`config.mk`:
```
export PLATFORM = sky130hd
export DESIGN_NAME = alu_issue_rs
export DESIGN_NICKNAME = d
export VERILOG_FILES = /design/src/rtl/alu_issue_rs.sv
export SDC_FILE = /design/constraint.sdc
export NUM_CORES = 1
export LEC_CHECK = 0
export CORE_MARGIN = 5
export CORE_UTILIZATION = 52
export CTS_CLUSTER_SIZE = 12
export DETAILED_ROUTE_END_ITERATION = 10
export PLACE_DENSITY = 0.75
export SYNTH_ARGS = -nofsm -noshare
export SYNTH_HDL_FRONTEND = slang
export SYNTH_SLANG_ARGS = --single-unit
```
`constraint.sdc`:
```
create_clock -name clk -period 15.15 [get_ports clk]
set_clock_uncertainty 0.2 [all_clocks]
set_input_delay 3.03 -clock clk [delete_from_list [all_inputs] [get_ports clk]]
set_output_delay 3.03 -clock clk [all_outputs]
set_load 0.05 [all_outputs]
```
`src/rtl/alu_issue_rs.sv`:
```
// alu_issue_rs -- reservation station and issue scheduler for the integer ALU.
//
// Holds up to ENTRIES dispatched ALU micro-ops, captures missing operands
// from the common data bus (CDB), and each cycle issues the oldest entry whose
// operands are both ready onto registered issue_* outputs. ROB tag 0 means
// "no tag": a zero operand tag marks the value as present, and issue_des = 0
// marks an idle issue slot.
//
// Parameters:
//   ENTRIES  number of station entries (2..8)
//   TAG_W    ROB tag width
//
// Ports:
//   clk, rst            clock (posedge) and asynchronous active-high reset
//   flush               synchronous clear of every entry; overrides dispatch/CDB
//   disp_*              dispatch request/payload; disp_ready = station not full
//   cdb_valid/tag/value result broadcast used for operand capture and wakeup
//   issue_*             registered micro-op presented to the ALU (all 0 = idle)
//   count               number of occupied entries
//
// Build option:
//   ALU_ISSUE_RS_BYPASS_EN  when defined, an entry whose only missing operands
//                           match the current CDB tag issues in that same cycle
//                           with cdb_value forwarded into the operand.
module alu_issue_rs #(
   parameter int ENTRIES = 4,
   parameter int TAG_W   = 3
) (
   input  logic                       clk,
   input  logic                       rst,
   input  logic                       flush,
   input  logic                       disp_valid,
   output logic                       disp_ready,
   input  logic [4:0]                 disp_op,
   input  logic                       disp_is_branch,
   input  logic [TAG_W-1:0]           disp_des,
   input  logic [31:0]                disp_v1,
   input  logic [TAG_W-1:0]           disp_q1,
   input  logic [31:0]                disp_v2,
   input  logic [TAG_W-1:0]           disp_q2,
   input  logic                       cdb_valid,
   input  logic [TAG_W-1:0]           cdb_tag,
   input  logic [31:0]                cdb_value,
   output logic [4:0]                 issue_op,
   output logic [31:0]                issue_v1,
   output logic [31:0]                issue_v2,
   output logic [TAG_W-1:0]           issue_des,
   output logic                       issue_is_branch,
   output logic [$clog2(ENTRIES):0]   count
);

   localparam int IDX_W = $clog2(ENTRIES);
   localparam int CNT_W = $clog2(ENTRIES) + 1;

   logic [ENTRIES-1:0] valid;
   logic [4:0]         e_op  [ENTRIES];
   logic               e_br  [ENTRIES];
   logic [TAG_W-1:0]   e_des [ENTRIES];
   logic [31:0]        e_v1  [ENTRIES];
   logic [31:0]        e_v2  [ENTRIES];
   logic [TAG_W-1:0]   e_q1  [ENTRIES];
   logic [TAG_W-1:0]   e_q2  [ENTRIES];
   // age[i][j] = 1 means entry j is older than entry i
   logic [ENTRIES-1:0] age   [ENTRIES];

   logic [ENTRIES-1:0] rdy;
   logic [ENTRIES-1:0] sel_oh;
   logic [31:0]        op1   [ENTRIES];
   logic [31:0]        op2   [ENTRIES];
   logic               sel_any;
   logic [IDX_W-1:0]   sel_idx;
   logic [IDX_W-1:0]   alloc_idx;
   logic               free_found;
   logic               full;
   logic               alloc;
   logic               d_hit1;
   logic               d_hit2;

   always_comb begin
      rdy = '0;
      for (int unsigned i = 0; i < ENTRIES; i++) begin
         op1[i] = e_v1[i];
         op2[i] = e_v2[i];
`ifdef ALU_ISSUE_RS_BYPASS_EN
         if (cdb_valid && e_q1[i] != '0 && e_q1[i] == cdb_tag) op1[i] = cdb_value;
         if (cdb_valid && e_q2[i] != '0 && e_q2[i] == cdb_tag) op2[i] = cdb_value;
         rdy[i] = valid[i]
                  && (e_q1[i] == '0 || (cdb_valid && e_q1[i] == cdb_tag))
                  && (e_q2[i] == '0 || (cdb_valid && e_q2[i] == cdb_tag));
`else
         rdy[i] = valid[i] && e_q1[i] == '0 && e_q2[i] == '0;
`endif
      end

      // An entry is the oldest ready one when no ready entry is older than it.
      sel_oh  = '0;
      sel_any = 1'b0;
      sel_idx = '0;
      for (int unsigned i = 0; i < ENTRIES; i++) begin
         if (rdy[i] && (age[i] & rdy) == '0) begin
            sel_oh[i] = 1'b1;
            sel_any   = 1'b1;
            sel_idx   = IDX_W'(i);
         end
      end

      alloc_idx  = '0;
      free_found = 1'b0;
      for (int unsigned i = 0; i < ENTRIES; i++) begin
         if (!valid[i] && !free_found) begin
            alloc_idx  = IDX_W'(i);
            free_found = 1'b1;
         end
      end

      full   = &valid;
      alloc  = disp_valid && !full && !flush;
      d_hit1 = cdb_valid && disp_q1 != '0 && disp_q1 == cdb_tag;
      d_hit2 = cdb_valid && disp_q2 != '0 && disp_q2 == cdb_tag;
   end

   assign disp_ready = !full;

   always_ff @(posedge clk or posedge rst) begin
      if (rst) begin
         valid           <= '0;
         count           <= '0;
         issue_op        <= '0;
         issue_v1        <= '0;
         issue_v2        <= '0;
         issue_des       <= '0;
         issue_is_branch <= 1'b0;
         for (int unsigned i = 0; i < ENTRIES; i++) begin
            age[i]   <= '0;
            e_op[i]  <= '0;
            e_br[i]  <= 1'b0;
            e_des[i] <= '0;
            e_v1[i]  <= '0;
            e_v2[i]  <= '0;
            e_q1[i]  <= '0;
            e_q2[i]  <= '0;
         end
      end else if (flush) begin
         valid           <= '0;
         count           <= '0;
         issue_op        <= '0;
         issue_v1        <= '0;
         issue_v2        <= '0;
         issue_des       <= '0;
         issue_is_branch <= 1'b0;
         for (int unsigned i = 0; i < ENTRIES; i++) age[i] <= '0;
      end else begin
         for (int unsigned i = 0; i < ENTRIES; i++) begin
            if (alloc && alloc_idx == IDX_W'(i)) begin
               valid[i] <= 1'b1;
               e_op[i]  <= disp_op;
               e_br[i]  <= disp_is_branch;
               e_des[i] <= disp_des;
               e_v1[i]  <= d_hit1 ? cdb_value : disp_v1;
               e_q1[i]  <= d_hit1 ? '0 : disp_q1;
               e_v2[i]  <= d_hit2 ? cdb_value : disp_v2;
               e_q2[i]  <= d_hit2 ? '0 : disp_q2;
               // New entry is younger than everything staying in the station.
               age[i]   <= valid & ~sel_oh;
            end else begin
               if (sel_oh[i]) begin
                  valid[i] <= 1'b0;
                  age[i]   <= '0;
               end else begin
                  age[i]   <= age[i] & ~sel_oh;
               end
               if (valid[i] && cdb_valid && e_q1[i] != '0 && e_q1[i] == cdb_tag) begin
                  e_v1[i] <= cdb_value;
                  e_q1[i] <= '0;
               end
               if (valid[i] && cdb_valid && e_q2[i] != '0 && e_q2[i] == cdb_tag) begin
                  e_v2[i] <= cdb_value;
                  e_q2[i] <= '0;
               end
            end
         end

         if (sel_any) begin
            issue_op        <= e_op[sel_idx];
            issue_v1        <= op1[sel_idx];
            issue_v2        <= op2[sel_idx];
            issue_des       <= e_des[sel_idx];
            issue_is_branch <= e_br[sel_idx];
         end else begin
            issue_op        <= '0;
            issue_v1        <= '0;
            issue_v2        <= '0;
            issue_des       <= '0;
            issue_is_branch <= 1'b0;
         end

         case ({alloc, sel_any})
            2'b10:   count <= count + CNT_W'(1);
            2'b01:   count <= count - CNT_W'(1);
            default: count <= count;
         endcase
      end
   end

endmodule

```
After elaboration in Yosys (flattened, before gate mapping)
Cells that the tools add are included.
W data, S select, Z words.
- add/subtract/negate cells: 2
- $lt $le $gt $ge: 1
- equality and inequality tests: 15
- multiplexer cells: 97
- bitwise logic cells: 12
- reduce and logical (&&, ||, !) cells: 101
- operator list (kind ; count):
    $mux W32 ; 26
    $bmux W32 S2 ; 2
    $mux W3 ; 23
    $logic_and A1 B1 Y1 ; 45
    $reduce_bool A3 Y1 ; 15
    $and A4 B4 Y4 ; 9
    $mux W4 ; 9
    $eq A3 B3 Y1 ; 10
    $logic_not A3 Y1 ; 8
    $mux W1 ; 24
    $reduce_and A2 Y1 ; 12
    $mux W5 ; 4
    $logic_not A4 Y1 ; 4
    $mux W16 ; 1
    $reduce_bool A2 Y1 ; 8
    $bmux W5 S2 ; 1
    $mux W2 ; 4
    $logic_not A1 Y1 ; 7
    $bmux W3 S2 ; 1
    $eq A2 B2 Y1 const B ; 3
    $pmux W3 S2 ; 1
    $eq A2 B1 Y1 const B ; 2
    $not A4 Y4 ; 1
    $reduce_and A4 Y1 ; 1
    other kinds (7) ; 7
- register bits: 412
- input bits: 119
- output and inout port bits: 77
- logic and storage cells: 270

Longest topological paths before layout
Gate-level depths: netlist of the first run.
- word-level depth: 15
- depth in mapped cells: 11
- mapped depth without buffers: 9

Worst setup path before layout of the first run
OpenSTA, ideal clock, no wires.
- path kind: input to register
- start: input port cdb_tag[2]
- end: register e_v2[64] (netlist bit)
- library setup time: 0.072 ns
- arrival: 4.775 ns
- path slack: 10.103 ns
- stages: 9
- buffers on the path: 3
- path through: buf_2 -> or3b_2 -> a211o_1 -> a21oi_1 -> or2_2 -> clkbuf_1 -> buf_2 -> o22ai_1 -> nor2_1
- cells in the longest elaborated chain, start to end: 4
- RTL lines (item ; RTL line ; RTL):
    from (decl) ; 42 ; input logic [TAG_W-1:0] cdb_tag,
    $eq A3 B3 Y1 (on tied branches) ; 119, 176 ;
    $logic_and A1 B1 Y1 (on tied branches) ; 119, 176 ;
    $mux W32 or $reduce_bool A2 Y1 (tied branches) ; n/a ;
    $mux W32 or $reduce_and A2 Y1 (tied branches) ; n/a ;
    to (signal, indexed assignment) ; 161 ; e_v2[i] <= d_hit2 ? cdb_value : disp_v2;
    to (signal, indexed assignment) ; 177 ; e_v2[i] <= cdb_value;
    to (decl) ; 60 ; logic [31:0] e_v2 [ENTRIES];
Parallel ways exist; a longest one is shown, timed or not.
A chain may end at the register's enable or synchronous reset.

Final worst setup path of the first run
- start: input port cdb_tag[2]
- end: register e_v1[17] (netlist bit)
- cells in the longest elaborated chain, start to end: 4
- RTL lines (item ; RTL line ; RTL):
    $eq A3 B3 Y1 (on tied branches) ; 118, 172 ;
    $logic_and A1 B1 Y1 (on tied branches) ; 118, 172 ;
    $mux W32 or $reduce_bool A2 Y1 (tied branches) ; n/a ;
    $mux W32 or $reduce_and A2 Y1 (tied branches) ; n/a ;
    to (signal, indexed assignment) ; 159 ; e_v1[i] <= d_hit1 ? cdb_value : disp_v1;
    to (signal, indexed assignment) ; 173 ; e_v1[i] <= cdb_value;
    to (decl) ; 59 ; logic [31:0] e_v1 [ENTRIES];
Parallel ways exist; a longest one is shown, timed or not.

==> results of run 1 <==
-- per-layer routing --
layer  track usage  part of all wire
met3        0.0535             0.095
met5             0           0.00073
met1         0.376              0.39
met2         0.454              0.47
met4         0.113             0.037
-- cells by family (layout without fill, tap and decap cells) --
family          Yosys count  count (layout)  share of synthesized area
compound gates          437             437                      0.148
xor+xnor                 21              21                    0.00965
fa+ha+maj                 1               1                    0.00105
buf+inv                 183             304                     0.0429
flops                   412             412                      0.541
mux                     151             151                     0.0917
other cells               0               3                          0
simple gates            756             756                      0.166
-- cell usage in the layout (no fill, tap or decap), types with 5 or more instances in the layout --
master | netlist | routed
nor3b_1 | 10 | 9
xnor2_1 | 19 | 19
a222oi_1 | 35 | 35
a22oi_1 | 38 | 38
nand2b_1 | 7 | 6
buf_4 | 5 | 25
nor2_1 | 434 | 433
nand2_1 | 225 | 220
a211oi_1 | 5 | 5
o21ai_0 | 79 | 79
clkdlybuf4s50_1 | 0 | 195
mux2_2 | 48 | 48
clkbuf_8 | 0 | 12
a22o_1 | 5 | 5
nand3_1 | 24 | 24
and3_1 | 9 | 9
nor3_1 | 8 | 7
mux2i_1 | 67 | 67
nand2_2 | 0 | 5
dfrtp_1 | 412 | 412
clkbuf_16 | 0 | 45
mux2_4 | 35 | 35
a21oi_1 | 54 | 54
o2111ai_1 | 6 | 6
clkbuf_1 | 109 | 18
o22ai_1 | 198 | 198
or3b_2 | 7 | 7
-- power by group through the flow --
stage	combinational, mW	sequential (mW)	clock [mW]
floorplan	0.388	1.48	0
global placement	0.537	1.48	0
detailed placement	0.561	1.49	0
CTS	0.566	1.48	1.08
global route	0.631	1.50	1.12
finish	0.567	1.48	1.07
-- final cells by class --
class                      instances  area, sq um  share of cell area
multi-input combinational       1366         8010               0.356
inverter                           4         22.5             0.00100
tap                              468          586              0.0260
clock buffer                      75         1360              0.0604
timing repair buffer             220         2140              0.0951
antenna                            3         7.51            0.000334
clock inverter                     5         62.6             0.00278
sequential                       412        10300               0.458
-- cell usage after synthesis, types with 6 or more instances --
library cell / n
mux2_4: 35
nor2_1: 434
nand3_1: 24
and3_1: 9
a21oi_1: 54
o21ai_0: 79
mux2i_1: 67
a222oi_1: 35
or3b_2: 7
nand2_1: 225
nor3b_1: 10
buf_1: 20
nor3_1: 8
clkbuf_1: 109
o2111ai_1: 6
mux2_2: 48
dfrtp_1: 412
a22oi_1: 38
o22ai_1: 198
nand2b_1: 7
buf_2: 40
xnor2_1: 19
-- sequential cells by signal, indices dropped and copies added (netlist names), 4 cells and up --
signal	cells
e_q2	12
issue_v1	32
e_des	12
issue_v2	32
e_q1	12
e_v1	128
e_op	20
valid	4
issue_op	5
age	16
e_v2	128
e_br	4
-- metrics by stage --
step | cell area [sq um] | hold WS [ps]
after floorplan | 19100 | 242
after global placement | 21100 | 254
after detailed placement | 21100 | 259
after CTS | 22500 | 273
after global routing | 22500 | 305
final | 22500 | 275
-- worst min-delay path: stages, from the launching register on --
cell and delay (ps):
dfrtp_1 340, nand2_1 50, nand2_1 60
-- worst max-delay path by stage --
| stage | startpoint | to | slack [ps] | cells past startpoint |
|---|---|---|---|---|
| floorplan | rst | age[0] | 460 | 1 |
| global route | cdb_tag[2] | e_v2[103] | 8580 | 7 |
| CTS | cdb_tag[2] | e_v1[17] | 8790 | 7 |
| finish | cdb_tag[2] | e_v1[17] | 8770 | 7 |
| global placement | cdb_tag[2] | e_v1[16] | 8280 | 7 |
| detailed placement | cdb_tag[2] | e_v1[17] | 8200 | 7 |
==> qor.txt, run 1 <==
====================================================================================================
Standby leakage power .................................................................      10.1 nW
Power spent charging and discharging nets .............................................     0.891 mW
Worst reg2reg path depth ..............................................................            7
Total DRC errors in the routed layout .................................................            0
Setup Buffers After CTS ...............................................................            0
Number of placed cells counting well taps .............................................         2470
Switching Fraction ....................................................................        0.286
Logic gate share of total power .......................................................        0.182
Routed Wire Length ....................................................................      57.5 mm
Relative slew slack ...................................................................        0.180
Clock-pin slew reported for the worst setup and hold paths after clock tree synthesis .        60 ps
Number of placement rows ..............................................................           70
Cell at the root of the clock tree ....................................................    clkbuf_16
Avg Cell Area, Syn ....................................................................   9.72 sq um
Cell variety after synth ..............................................................           60
Maximum buffer depth of the clock tree ................................................            3
Post-placement worst setup slack ......................................................      8200 ps
Synth async-reset ratio ...............................................................         1.00
Crit path time final ..................................................................      6380 ps
Syn Nets ..............................................................................         2081
Maxcap violations .....................................................................            0
Worst supply voltage drop on vdd ......................................................  0.0000884 V
Setup TNS Final .......................................................................         0 ps
Global-route wire length before repair ................................................      92.1 mm
Run status ............................................................................ complete, no violations
Number of iterations in the first detailed-routing pass ...............................            8
DP HPWL ...............................................................................      34.6 mm
Part of the total power dissipated in sequential elements .............................        0.475
Hold Crit Depth .......................................................................            2
Final period util .....................................................................        0.421
Die H .................................................................................  201 microns
Utilization after layout ..............................................................        0.618
Required time worst endpoint ..........................................................     15400 ps
Clock tree from TritonCTS .............................................................          yes
Count of synthesis-stage warnings from yosys ..........................................            0
Layout net count ......................................................................         2168
Slew at the pin closest to its max-slew limit .........................................      1230 ps
Count of flip-flops with a built-in enable after synthesis ............................            0
Critical Path Sink Type ...............................................................     register
Post-Layout Cell Count ................................................................         2553
Vias per cell .........................................................................         6.24
Share of the synthesized area in the top cell type ....................................        0.541
Hold_buf cts ..........................................................................            0
Fmax ..................................................................................      157 MHz
Number of antenna violations at the first check in global routing .....................            6
RePlAce Congestion ....................................................................        0.893
Area added between synthesis and finish ...............................................        18.1%
Routed length per placed instance ..................................................... 22.5 microns
Total via count in the routed design ..................................................        15929
Internal power ........................................................................      2.22 mW
Largest area contributor in the netlist ...............................................      dfrtp_1
Kind of critical path .................................................................    in -> reg
Maximum number of pins on one net before global-route repair ..........................          142
Unrepaired setup endpoints after global routing .......................................           no
GRT Residual Overflow .................................................................            0
Worst r2r dst ......................................................................... issue_v1[10]
Fraction of layout cells with a size suffix above 1 ...................................       0.0999
Class of the tightest hold or removal check ...........................................   reg -> reg
CTS Buf Count .........................................................................           44
Die area .............................................................................. 0.0406 sq mm
I/O pins ..............................................................................          196
Worst path cell trace ................................................................. clkdlybuf4s50_1 > nor2_1 > o2111ai_1 > nand2_1 > buf_4 > nor2_1 > nor2_1
Synth Cell Area ....................................................................... 0.0191 sq mm
Element type at the critical path start ...............................................   input port
CTS sink cnt ..........................................................................          412
Crit path arrival time ................................................................      6640 ps
Cell class contributing the biggest share of worst-path delay ......................... buffers and inverters
Reg2reg start .........................................................................      e_q1[1]
Launch point of the worst hold path ...................................................     e_des[6]
R2R Setup Slk .........................................................................     10980 ps
Main area contributors after synthesis ................................................ dfrtp_1 54%, nor2_1 8.5%, o22ai_1 6.5%, nand2_1 4.4%, mux2i_1 3.5%
Largest stage delay, worst path .......................................................      1060 ps
Post-Synthesis Cells ..................................................................         1961
Detailed router's first-iteration violation count .....................................         1738
Total core area ....................................................................... 0.0364 sq mm
Worst-path fanout max .................................................................           20
Count of state elements after synthesis ...............................................          412
Ys flop type ..........................................................................      dfrtp_1
Number of fill cells ..................................................................         2955
Number of buffers and inverters on the critical path ..................................            2
Source-to-sink clock delay at the later pin of the worst-skew pair ....................       570 ps
Number of failing setup endpoints in the final timing report ..........................            0
Port-buffer cells .....................................................................          195
Final Hold Fails ......................................................................            0
End of the worst hold path ............................................................     e_des[6]
Power Density .........................................................................  138 mW/mm^2
Library cell appearing most often on the critical path ................................       nor2_1
Worst-case setup margin in the final layout ...........................................      8770 ps
Via count of the first global-routing pass ............................................        16287
Fraction of power consumed by the clock network .......................................        0.342
Gr usage total ........................................................................        0.281
Quantity of gates resized following cts ...............................................            0
X dimension of the die ................................................................  201 microns
Post-layout total power ...............................................................      3.11 mW
Library cell contributing the largest single delay on the critical path ............... clkdlybuf4s50_1
Antenna Nets Post-Route ...............................................................            0
Initial cell density of the core ......................................................        0.523
Sequential cell area fraction in the yosys report .....................................        0.541
Number of max-slew violations in the final report .....................................            0
H-tree depth ..........................................................................            2
====================================================================================================
No activity file was read; power rests on OpenSTA's default activity.
==> inputs of run 2 (changes only) <==
Clock period 15.15 ns to 5.6 ns, I/O delays scaled along.
==> qor.txt, run 2 (synthesized netlist as in run 1, its figures left out) <==
====================================================================================================
Maxcap violations .....................................................................            0
Number of max-slew violations in the final report .....................................            0
Total via count in the routed design ..................................................        16281
Number of placement rows ..............................................................           70
Standby leakage power .................................................................      10.3 nW
Library cell contributing the largest single delay on the critical path ............... clkdlybuf4s50_1
RePlAce Congestion ....................................................................        0.879
GRT Residual Overflow .................................................................            0
Final Hold Fails ......................................................................            0
Quantity of gates resized following cts ...............................................            0
Finished Cell Area .................................................................... 0.0227 sq mm
Crit path time final ..................................................................      4140 ps
Die H .................................................................................  201 microns
Area added between synthesis and finish ...............................................        19.1%
Final period util .....................................................................        0.740
Antenna Nets Post-Route ...............................................................            0
Vias per cell .........................................................................         6.34
Layout net count ......................................................................         2194
Gr usage total ........................................................................        0.281
Relative slew slack ...................................................................       0.0985
CTS Buf Count .........................................................................           44
CTS sink cnt ..........................................................................          412
Cell at the root of the clock tree ....................................................    clkbuf_16
Critical Path Sink Type ...............................................................     register
Port-buffer cells .....................................................................          195
Hold_buf cts ..........................................................................            0
Cell class contributing the biggest share of worst-path delay ......................... simple AND/OR/NAND/NOR gates
Routed Wire Length ....................................................................      58.5 mm
H-tree depth ..........................................................................            2
Setup Buffers After CTS ...............................................................            0
Clock-pin slew reported for the worst setup and hold paths after clock tree synthesis .        60 ps
Worst supply voltage drop on vdd ......................................................   0.000254 V
Initial cell density of the core ......................................................        0.523
I/O pins ..............................................................................          196
Power Density .........................................................................  367 mW/mm^2
Worst-path fanout max .................................................................           32
Slew at the pin closest to its max-slew limit .........................................      1350 ps
Source-to-sink clock delay at the later pin of the worst-skew pair ....................       540 ps
Clock tree from TritonCTS .............................................................          yes
Post-layout total power ...............................................................      8.33 mW
Number of failing setup endpoints in the final timing report ..........................            0
Post-Layout Cell Count ................................................................         2570
Die area .............................................................................. 0.0406 sq mm
Logic gate share of total power .......................................................        0.187
Fraction of layout cells with a size suffix above 1 ...................................        0.108
Via count of the first global-routing pass ............................................        16716
Internal power ........................................................................      5.93 mW
Utilization after layout ..............................................................        0.623
Routed length per placed instance ..................................................... 22.7 microns
Global-route wire length before repair ................................................      92.7 mm
Placed inst area ...................................................................... 0.0213 sq mm
Power spent charging and discharging nets .............................................      2.39 mW
Element type at the critical path start ...............................................   input port
Number of buffers and inverters on the critical path ..................................            1
Class of the tightest hold or removal check ...........................................   reg -> reg
Largest stage delay, worst path .......................................................       880 ps
X dimension of the die ................................................................  201 microns
DP HPWL ...............................................................................      36.7 mm
Crit path arrival time ................................................................      4400 ps
Required time worst endpoint ..........................................................      5860 ps
Number of antenna violations at the first check in global routing .....................            0
Number of placed cells counting well taps .............................................         2496
Unrepaired setup endpoints after global routing .......................................           no
Maximum number of pins on one net before global-route repair ..........................          157
Worst path cell trace ................................................................. clkdlybuf4s50_1 > or3b_2 > a211o_1 > a21oi_1 > or2_2 > o22ai_1 > nor2_1
Switching Fraction ....................................................................        0.287
Total core area ....................................................................... 0.0364 sq mm
Fraction of power consumed by the clock network .......................................        0.333
Number of antenna repair diodes .......................................................            0
Part of the total power dissipated in sequential elements .............................        0.481
Run status ............................................................................ complete, no violations
Number of iterations in the first detailed-routing pass ...............................            8
Detailed router's first-iteration violation count .....................................         1812
Biggest regs .......................................................................... e_v1: 128 flops, e_v2: 128 flops
Commonest non-fill, non-tap cells in the layout ....................................... 433 x nor2_1, 412 x dfrtp_1, 224 x nand2_1
Maximum buffer depth of the clock tree ................................................            3
Total DRC errors in the routed layout .................................................            0
Most frequent standard cell in the layout excluding fill and tap cells ................       nor2_1
Fmax ..................................................................................      241 MHz
Kind of critical path .................................................................    in -> reg
====================================================================================================
[run 2: cell count changes in the layout (fill, tap and decap cells not counted), moves of 3 or more]
| cell | change |
|---|---|
| buf_12 | +8 |
| buf_4 | +18 |
| clkbuf_1 | -7 |
| clkinv_2 | +6 |
| diode_2 | -3 |
| nand2_1 | +4 |
| nand2_2 | -4 |
[run 2: power by group through the flow]
| stage | registers [mW] | clock network (mW) | logic [mW] |
|---|---|---|---|
| finish | 4.00 | 2.77 | 1.55 |
| floorplan | 4.01 | 0 | 1.05 |
| global route | 4.08 | 2.92 | 1.72 |
| CTS | 3.99 | 2.80 | 1.55 |
| global placement | 3.99 | 0 | 1.47 |
| detailed placement | 4.04 | 0 | 1.53 |
[run 2: cell type report]
class | instances | area (sq um)
fill | 2951 | 13700
sequential | 412 | 10300
multi-input combinational | 1366 | 8000
timing repair buffer | 246 | 2430
clock buffer | 67 | 1320
tap | 468 | 586
clock inverter | 7 | 37.5
inverter | 4 | 18.8
[run 2: stage by stage]
step | TNS [ps] | setup WS, ps | hold WS, ps
after floorplan | -524730 | -1270 | 242
after global routing | 0 | 1340 | 297
after detailed placement | 0 | 999 | 259
final | 0 | 1460 | 269
after global placement | 0 | 1160 | 253
after CTS | 0 | 1550 | 273
[run 2: routing by layer]
layer  part of all wire  global-route usage  vias up  wire [microns]
met3              0.087              0.0479      190            5070
met4              0.038               0.107        0            2220
li1                   -                   -     7097               -
met5                  0                   0        -               0
met2               0.49               0.472      924           28500
met1               0.39               0.369     8070           22700
[run 2: final timing paths]
check / start / end / slack, ps / cells after the start
hold / removal: e_des[6] / e_des[6] / 270 / 2
min in group asynchronous: rst / issue_des[2] / 830 / 2
setup / recovery: cdb_tag[2] / e_v2[71] / 1460 / 7
max in group asynchronous: rst / e_v2[42] / 3100 / 3
setup reg to reg: valid[0] / issue_v1[13] / 1490 / 8
hold reg to reg: e_des[6] / e_des[6] / 270 / 2
[run 2: worst min-delay path, cell delays in order, from the launching register on]
cell     delay [ps]
dfrtp_1         340
nand2_1          50
nand2_1          50
